### src/rtl/shift_add_multiplier.sv
// rtl/shift_add_multiplier.sv - sequential radix-2 shift-and-add multiplier, one partial product per clock
// Optional two's-complement operation when MULT_SIGNED_EN is defined.
module shift_add_multiplier #(
  parameter int SIZE = 16
) (
  input  logic                Clock,
  input  logic                Reset,
  input  logic                iStart,
  input  logic [SIZE-1:0]     iA,
  input  logic [SIZE-1:0]     iB,
  output logic                oBusy,
  output logic                oDone,
  output logic [2*SIZE-1:0]   oResult
);

  localparam int CW = (SIZE > 1) ? $clog2(SIZE) : 1;

  typedef enum logic [1:0] {IDLE, CALC, DONE} state_t;

  state_t              state, state_next;
  logic [SIZE-1:0]     mcand, mplier, acc_hi;
  logic [CW-1:0]       cnt;
  logic                capture, last_step;
  logic [SIZE:0]       sum;
  logic [2*SIZE-1:0]   product, final_product;
  logic [SIZE-1:0]     a_mag, b_mag;

  // Accumulator upper half plus optional multiplicand; carry is kept in sum[SIZE]
  assign sum       = {1'b0, acc_hi} + ({1'b0, mcand} & {(SIZE+1){mplier[0]}});
  assign product   = {sum, mplier[SIZE-1:1]};
  assign last_step = (cnt == CW'(SIZE-1));

`ifdef MULT_SIGNED_EN
  logic sign;
  assign a_mag         = iA[SIZE-1] ? -iA : iA;
  assign b_mag         = iB[SIZE-1] ? -iB : iB;
  assign final_product = sign ? -product : product;
`else
  assign a_mag         = iA;
  assign b_mag         = iB;
  assign final_product = product;
`endif

  always_ff @(posedge Clock or negedge Reset) begin
    if (!Reset) state <= IDLE;
    else        state <= state_next;
  end

  always_comb begin
    state_next = state;
    capture    = 1'b0;
    case (state)
      IDLE: if (iStart) begin
        capture    = 1'b1;
        state_next = CALC;
      end
      CALC: if (last_step) state_next = DONE;
      DONE: begin
        if (iStart) begin
          capture    = 1'b1;
          state_next = CALC;
        end else begin
          state_next = IDLE;
        end
      end
      default: state_next = IDLE;
    endcase
  end

  always_ff @(posedge Clock or negedge Reset) begin
    if (!Reset) begin
      mcand   <= '0;
      mplier  <= '0;
      acc_hi  <= '0;
      cnt     <= '0;
      oBusy   <= 1'b0;
      oDone   <= 1'b0;
      oResult <= '0;
`ifdef MULT_SIGNED_EN
      sign    <= 1'b0;
`endif
    end else begin
      oBusy <= (state_next == CALC);
      oDone <= (state_next == DONE);
      if (capture) begin
        mcand  <= a_mag;
        mplier <= b_mag;
        acc_hi <= '0;
        cnt    <= '0;
`ifdef MULT_SIGNED_EN
        sign   <= iA[SIZE-1] ^ iB[SIZE-1];
`endif
      end else if (state == CALC) begin
        acc_hi <= sum[SIZE:1];
        mplier <= {sum[0], mplier[SIZE-1:1]};
        cnt    <= cnt + CW'(1);
        if (last_step) oResult <= final_product;
      end
    end
  end

endmodule

### config.mk
export PLATFORM = sky130hd
export DESIGN_NAME = shift_add_multiplier
export DESIGN_NICKNAME = d
export VERILOG_FILES = /design/src/rtl/shift_add_multiplier.sv
export SDC_FILE = /design/constraint.sdc
export NUM_CORES = 1
export LEC_CHECK = 0
export BUFFER_PORTS_ARGS = -buffer_cell sky130_fd_sc_hd__buf_4
export CORE_MARGIN = 2
export CORE_UTILIZATION = 55
export CTS_CLUSTER_SIZE = 12
export DETAILED_ROUTE_END_ITERATION = 8
export PLACE_DENSITY = 0.78
export REMOVE_ABC_BUFFERS = 1
export SYNTH_ARGS = -nofsm -noshare
export SYNTH_HDL_FRONTEND = slang
export SYNTH_SLANG_ARGS = --single-unit
### constraint.sdc
create_clock -name Clock -period 8.2 [get_ports Clock]
set_clock_uncertainty 0.2 [all_clocks]
set_input_delay 1.64 -clock Clock [delete_from_list [all_inputs] [get_ports Clock]]
set_output_delay 1.64 -clock Clock [all_outputs]
set_load 0.02 [all_outputs]
==> metrics.txt, run 1 <==
outcome=finished, final reports clean; clk sink count=88; Die Width=92.2 um; fin crit share=39.5%; Hold Startpoint=mcand[5]; share of cells above drive strength 1=about a fifth; Worst setup SP type=register; GRT overflow=0; Post-Synthesis Cells=467; Starting Density=56.0%; post-synthesis simple-gate area fraction=a little under a quarter; fillers=between 600 and 700; Post-CTS Setup Bufs=0; clk_lat worst skew=0.36 ns; final RePlAce weighted congestion=approximately 0.95; portion of total power attributed to combinational logic=49.6%; pin count of the biggest net entering global routing=89; power per cell area=~420 nW/um2; number of setup violations in the final report=0; die footprint=~8500 um2; fraction of power spent switching nets=42.1%; Final min period=3.24 ns; cells along the critical path=nand2b_1 > or2_2 > inv_1 > mux2_2; clock buffer depth=2; RSZ-0062 raised after global routing=no; FF-to-FF path depth=4; cts bufs inserted=9; FMAX=309 MHz; IO Port Bufs=slightly below 70; Post-Synthesis Cell Area=4280 um2; CP max FO=32; GRT Total Usage=23.6%; reg2reg end=oResult[26]; Crit Path Class=register to register; worst min path class=register to register; CTS H-tree depth=3; residual DRC count=0; Multi-input gate area=1960 um2; hpwl dp=roughly 6.3 mm; total wire length=a little over 9 mm; crit-path max cell delay=around 0.85 ns; clk root buf=clkbuf_8; WL per Instance=14.7 um; Worst setup EP type=register; first-pass GRT wire length=15.8 mm; Hold Path Cell Cnt=2; reg-to-reg setup timing slack=between 4 and 5 ns; DRT iter0 DRCs=176; area growth from synthesis to layout=18.0%; post-synthesis sequential area ratio=51.5%; CTS tree=yes; internal power=1.24 mW; row count=32; Max VDD drop=0.195 mV; antenna cells=0; Synth Register Bits=88; critical path required time=8.25 ns; TritonRoute pass-1 iters=4; area share of the largest cell type after synthesis=about half; IO Count=69; antenna violations before repair=0; Die Height=just over 90 um; Crit-path slowest cell=inv_1; XOR/XNOR Fraction of Synth Area=about 2.5%; Pleak=2.57 nW; FF-to-FF Start=state[1]; actual slew at the worst max-slew pin=~1.1 ns; vias after detailed routing=~3400; clk slew on worst S/H paths=0.08 ns; FF+latch area=about 2200 um2; final hold slack=0.270 ns; clock power share=between 10% and 20%; vias in the first global route=3513; fin area=slightly above 5000 um2; Post-CTS Resized=0; Psw=0.902 mW; core area=7650 um2; Worst Path Arrival=3.29 ns; Syn Area/Cell=approximately 9 um2; vias per inst=5.43; synth top area cells=dfrtp_1 (51%), nand2_1 (15%), ha_1 (5.0%); multiplexer area fraction after synthesis=1.87%; Hold EP=mcand[5]; Nets=between 500 and 600; dominant cell type by area after synthesis=dfrtp_1; max cap viols=0; ANT nets after route=0; largest family of logic cells by synthesized area=simple AND/OR/NAND/NOR gates; Synthesis Warnings=0; setup TNS=0 ns; adder-cell area share of the yosys netlist=5.44%; post-synthesis compound-gate area fraction=a little over an eighth; CTS Hold Buffers Added=0; Synth cell types=43; Flop pwr share=between 30% and 40%; Rel. slew slack=between 20% and 30%; final hold vios=0; Slew Viols, Final=0; Post-DP Area=4850 um2
synthesized netlist by cell type:
master and n:
a21boi_0 1, a21o_1 3, a21oi_1 18, a21oi_4 1
a22o_1 12, a22oi_1 2, a31oi_1 16, a31oi_4 1
and2_1 16, and2_4 1, and3_1 3, and3_2 1
buf_1 2, buf_2 1, buf_4 2, clkbuf_1 18
dfrtp_1 88, fa_1 1, ha_1 17, inv_1 6
mux2_2 4, mux2_4 1, mux2i_1 2, nand2_1 170
nand2_2 1, nand2b_1 4, nand3_1 4, nand4_1 2
nor2_1 24, nor2b_1 3, o211ai_2 2, o21a_1 1
o21ai_0 15, o21ai_1 2, o21ai_2 1, o21bai_1 1
o221ai_2 1, o31ai_1 3, o41ai_4 1, or2_2 2
or3_1 1, xnor2_1 5, xor2_1 7
through the flow:
step,instances,power [mW],setup WS (ns),utilization [%]
6_report,634,2.14,4.96,66.1
2_1_floorplan,444,1.51,4.79,-
4_1_cts,634,2.16,4.96,66.1
3_3_place_gp,618,1.79,4.96,63.5
5_1_grt,634,2.31,4.71,66.1
3_5_place_dp,618,1.85,4.88,63.5
area by class of cell:
class	count	area share, %
clock buffer	9	2.45
inverter	6	0.446
timing repair buffer	72	10.7
sequential	88	43.6
tap	102	2.53
multi-input combinational	350	38.8
clock inverter	7	1.44
critical path: cells and delay by family, from the launching register on:
family,cells,cell delay [ns]
mux,1,0.41
simple gates,2,1.25
buf+inv,1,0.85
flops,1,0.39
layer usage:
metal,track usage (%),vias to the layer above,share of wire [%]
met5,0,-,0
met4,8.33,0,1.7
met3,5.51,12,4.1
met2,40.5,83,51
met1,29.3,1683,43
li1,-,1667,-
registers in the layout, summed over array words and instances (netlist names):
register,flops
oDone,1
mcand,16
acc_hi,16
oResult,32
mplier,16
state,2
cnt,4
oBusy,1
layout by cell type (no fill, tap or decap), drive strengths merged, types with 3 or more instances in the layout:
master	instances
xnor2	5
inv	6
clkinvlp	5
clkbuf	9
nand2	171
nor2b	3
nand3	4
a21oi	19
nand2b	4
and2	17
xor2	7
o31ai	3
ha	17
mux2	5
and3	4
a22o	12
o21ai	18
a21o	3
nor2	24
dfrtp	88
buf	72
a31oi	17
worst max-delay path by stage:
stage                     depth (start not counted)      from     endpoint  slack (ns)
after floorplan                                   3    iStart   acc_hi[10]        4.79
after global placement                            7    iStart       cnt[2]        4.96
after detailed placement                          7    iStart       cnt[2]        4.88
after CTS                                         4  state[1]  oResult[22]        4.96
after global routing                              4  state[1]  oResult[22]        4.71
final                                             4  state[1]  oResult[26]        4.96
power by group through the flow:
| stage | sequential (mW) | clock, mW | combinational (mW) |
|---|---|---|---|
| final | 0.783 | 0.297 | 1.06 |
| after global routing | 0.811 | 0.322 | 1.18 |
| after CTS | 0.784 | 0.306 | 1.07 |
| after detailed placement | 0.788 | 0 | 1.06 |
| after global placement | 0.782 | 0 | 1.01 |
| after floorplan | 0.851 | 0 | 0.659 |
cells by family (layout without fill, tap and decap cells):
group	after synthesis	count (layout)
xor+xnor	12	12
mux	7	7
fa+ha+maj	18	18
flops	88	88
simple gates	232	232
compound gates	81	81
buf+inv	29	94
(Power assumes the default switching activity.)
==> inputs of run 2 (changes only) <==
clock period = 3 ns   (was 8.2 ns; I/O delays follow)
==> run 2 against run 1 <==
Compared with the run above:
- first-iteration DRC count shrank 12%
- clock power grew to 3.0 times the previous value
- maximum frequency grew 14%
- non-clock buffer count grew 9
- sequential share of layout area shrank 0.87 points
- hold slack lost 0.043 ns
- worst setup slack lost 4.8 ns
- sequential power grew to 2.7 times the previous value
- global-route usage grew 0.27 points
- via count grew 0.52%
- combinational power grew to 2.8 times the previous value
- critical path type unchanged
- critical endpoint is now oResult[31]
- largest cell class unchanged
==> metrics.txt, run 2 (synthesis gave the netlist of run 1 again) <==
outcome=finished, final reports clean; WL per Instance=14.8 um; reg2reg end=oResult[31]; core area=7650 um2; Final min period=2.84 ns; IO Port Bufs=68; DRT iter0 DRCs=155; CTS Hold Buffers Added=1; ANT nets after route=0; Worst setup SP type=register; vias after detailed routing=approximately 3500; worst path bufs/invs=0; clk slew on worst S/H paths=0.08 ns; clock buffer depth=2; most common cell after layout, fill and taps aside=nand2_1; pin count of the biggest net entering global routing=55; final hold slack=0.226 ns; clk root buf=clkbuf_8; total wire length=around 9.5 mm; first-pass GRT wire length=15.9 mm; Hold Path Cell Cnt=3; Place WS=0.197 ns; antenna cells=0; row count=32; Die Height=92.2 um; Worst setup EP type=register; power per cell area=1160 nW/um2; cells along the critical path=and2_1 > ha_1 > fa_1 > a21o_1 > nand2_2 > a31oi_4 > o31ai_1 > o21ai_1 > mux2_2; worst min path class=input pin to register; Rel. slew slack=68.3%; clk sink count=between 80 and 90; FF-to-FF Start=mplier[0]; vias in the first global route=3397; max cap viols=0; hpwl dp=6.54 mm; Pleak=2.65 nW; Most flops, register=oResult; GRT Total Usage=between 20% and 30%; final worst slack=0.157 ns; area growth from synthesis to layout=20.4%; die footprint=8500 um2; number of setup violations in the final report=0; IO Count=69; share of cells above drive strength 1=20.9%; critical path required time=between 3 and 4 ns; antenna violations before repair=0; FF-to-FF path depth=9; TritonRoute pass-1 iters=7; commonest non-fill, non-tap cells in the layout=nand2_1 (170), dfrtp_1 (88), buf_4 (79); Max VDD drop=0.511 mV; Starting Density=56.0%; max reg flops=32; crit-path max cell delay=0.46 ns; CTS H-tree depth=3; crit-path leading delay family=compound AO/OA/AOI/OAI gates; GRT overflow=0; cts bufs inserted=9; Slew Viols, Final=0; Post-CTS Setup Bufs=0; Hold Startpoint=iA[3]; Crit Path Class=register to register; Hold EP=mcand[3]; placed cell count=626; vias per inst=5.39; fillers=601; final RePlAce weighted congestion=0.890; fin crit share=94.8%; residual DRC count=0; Nets=589; Crit-path slowest cell=dfrtp_1; final hold vios=0; RSZ-0062 raised after global routing=no; Worst Path Arrival=2.89 ns; clk_lat worst skew=0.36 ns; Die Width=92.2 um; reg-to-reg setup timing slack=~0.16 ns; FMAX=352 MHz; actual slew at the worst max-slew pin=0.475 ns; Post-CTS Resized=0; CTS tree=yes; setup TNS=0 ns; CP max FO=8; fin cells=643
run 2: power breakdown:
part           internal [mW]  leakage, nW  total (mW)  switching, mW
combinational           1.28         1.48        2.99           1.71
sequential              1.77         1.06        2.12          0.348
clock                  0.459        0.110       0.886          0.428
total                   3.50         2.65        5.99           2.49
run 2: worst min-delay path: stages:
cell and delay [ns]:
buf_4 0.07, nand2_1 0.04, nand2_1 0.04
run 2: worst max path at each step:
stage / start / endpoint / slack [ns] / depth (start not counted)
6_report: mplier[0] / oResult[31] / 0.16 / 9
5_1_grt: mplier[0] / oResult[31] / 0.01 / 9
4_1_cts: mplier[0] / oResult[31] / 0.19 / 9
3_5_place_dp: mplier[0] / oResult[31] / 0.20 / 9
3_3_place_gp: mplier[0] / oResult[31] / 0.30 / 9
2_1_floorplan: state[0] / acc_hi[10] / 0.28 / 3
run 2: layer usage:
metal	track usage (%)	vias to the layer above	share of wire (%)	wire [um]
met5	0	-	0	0
met4	10.9	0	2.1	204
met3	3.78	17	4.2	400
met2	38.6	85	49	4650
met1	31.9	1674	45	4270
li1	-	1687	-	-
run 2: cell type report:
class	instances	area, um2	share of cell area, %
clock inverter	3	47.5	0.923
tap	102	128	2.48
timing repair buffer	81	623	12.1
sequential	88	2200	42.7
inverter	6	22.5	0.437
multi-input combinational	350	1960	38.1
clock buffer	13	169	3.28
run 2: metrics by stage:
step / area [um2] / utilization, % / power [mW]
CTS: 5150 / 67.4 / 6.00
detailed placement: 4930 / 64.4 / 5.11
global placement: 4930 / 64.4 / 4.98
global route: 5150 / 67.4 / 6.46
floorplan: 4180 / - / 4.13
finish: 5150 / 67.4 / 5.99
==> inputs of run 3 (changes only) <==
CORE_ASPECT_RATIO = 0.5   (was not set)
SETUP_SLACK_MARGIN = 0.2   (was not set)
==> run 3 against run 2 <==
Compared with the run above:
- routed wire length rose by 1.7%
- sequential share of layout area fell by 0.74 points
- count of clock-buffer cells in the layout fell by 4
- non-clock buffer count did not move
- critical path depth did not move
- sequential cell count did not move
- clock power rose by 28%
- final cell count fell by 0.93%
- global-route usage rose by 1.3 points
- maximum frequency rose by 5.0%
- final area rose by 1.8%
- first-iteration DRC count rose by 61%
- critical path type unchanged
==> metrics.txt, run 3 (synthesis gave the netlist of run 1 again) <==
outcome=finished, final reports clean; Crit Path Class=register to register; critical path required time=around 3.0 ns; final RePlAce weighted congestion=0.873; vias after detailed routing=3437; clock power share=18.1%; clk root buf=clkbuf_16; clock buffer depth=2; CTS tree=yes; Worst setup EP type=register; portion of total power attributed to combinational logic=48.0%; row count=22; WL per Instance=15.2 um; cts bufs inserted=9; worst min path class=input pin to asynchronous set/reset pin; Rel. slew slack=46.8%; DRT iter0 DRCs=250; IO Port Bufs=just under 70; vias in the first global route=approximately 3400; Worst setup SP type=register; internal power=3.71 mW; Die Width=129 um; vias per inst=5.40; TritonRoute pass-1 iters=4; Die Height=about 66 um; area growth from synthesis to layout=22.6%; most common cell after layout, fill and taps aside=nand2_1; Starting Density=57.6%; residual DRC count=0; Max VDD drop=0.491 mV; first-pass GRT wire length=16.4 mm; Slew Viols, Final=0; die footprint=8540 um2; max reg flops=32; clk sink count=88; setup TNS=0 ns; fin cells=about 640; share of cells above drive strength 1=between 20% and 30%; CTS H-tree depth=3; ANT nets after route=0; RSZ-0062 raised after global routing=no; power per cell area=roughly 1200 nW/um2; FMAX=369 MHz; FF-to-FF path depth=9; CTS Hold Buffers Added=0; Most flops, register=oResult; CP max FO=4; pin count of the biggest net entering global routing=53; max cap viols=0; clk_lat worst skew=0.35 ns; Nets=about 600; core area=around 7400 um2; Final min period=2.71 ns; fraction of power spent switching nets=40.9%; total wire length=9.68 mm; hpwl dp=6.39 mm; reg-to-reg setup timing slack=0.29 ns; Worst Path Arrival=2.74 ns; actual slew at the worst max-slew pin=0.798 ns; GRT Total Usage=25.2%; fin crit share=90.3%; clk slew on worst S/H paths=0.06 ns; FF-to-FF Start=mplier[0]; commonest non-fill, non-tap cells in the layout=nand2_1 (170), dfrtp_1 (87), buf_4 (80); number of setup violations in the final report=0; Psw=between 2 and 3 mW; final hold vios=0; GRT overflow=0; antenna cells=0; antenna violations before repair=0; placed cell count=620; reg2reg end=oResult[25]; Flop pwr share=about a third; Pleak=2.68 nW; IO Count=69; crit path from=mplier[0]
## run 3: how the worst max path moves through the flow
stage                  endpoint  slack [ns]  cells after the start
floorplan            acc_hi[10]        0.28                      3
global placement    oResult[31]        0.20                      9
detailed placement  oResult[31]        0.13                      9
CTS                 oResult[31]        0.22                      9
global route        oResult[31]        0.19                      9
finish              oResult[25]        0.29                      9
## run 3: cell type report
| class | count | area (um2) |
|---|---|---|
| inverter | 6 | 22.5 |
| clock buffer | 9 | 225 |
| clock inverter | 7 | 77.6 |
| tap | 96 | 120 |
| sequential | 88 | 2200 |
| fill | 580 | 2180 |
| timing repair buffer | 81 | 621 |
| multi-input combinational | 350 | 1980 |
## run 3: repair_timing
item,CTS,global route
gates resized for setup,2,2
buffers inserted,0,1
endpoints found under the setup margin,2,8
## run 3: power by group through the flow
| stage | Sequential, mW | Clock (mW) | Combinational, mW |
|---|---|---|---|
| after CTS | 2.15 | 1.15 | 2.98 |
| after floorplan | 2.33 | 0 | 1.80 |
| after detailed placement | 2.15 | 0 | 2.95 |
| final | 2.14 | 1.13 | 3.01 |
| after global routing | 2.21 | 1.21 | 3.36 |
| after global placement | 2.14 | 0 | 2.85 |
## run 3: routing by layer
metal / routed length, um / up-vias / track usage, %
met5: 0 / - / 0
met3: 342 / 17 / 6.31
met2: 4480 / 67 / 40.4
met4: 163 / 0 / 8.42
met1: 4700 / 1663 / 33.9
li1: - / 1690 / -
## run 3: critical path, stage by stage, from the launching register on
cell	delay [ns]
dfrtp_2	0.43
and2_1	0.16
ha_1	0.21
fa_1	0.42
a21o_1	0.24
nand2_2	0.10
a31oi_4	0.13
o41ai_4	0.32
xnor2_1	0.12
mux2_4	0.26
## run 3: per-stage QoR
step | util [%] | hold slack, ns | area, um2 | power, mW | setup WS [ns]
2_1_floorplan | - | 0.104 | 4180 | 4.13 | 0.284
3_3_place_gp | 66.2 | 0.251 | 4920 | 4.99 | 0.199
3_5_place_dp | 66.2 | 0.255 | 4920 | 5.10 | 0.134
4_1_cts | 70.4 | 0.103 | 5230 | 6.28 | 0.218
5_1_grt | 70.6 | 0.142 | 5250 | 6.78 | 0.194
6_report | 70.6 | 0.0927 | 5250 | 6.28 | 0.292
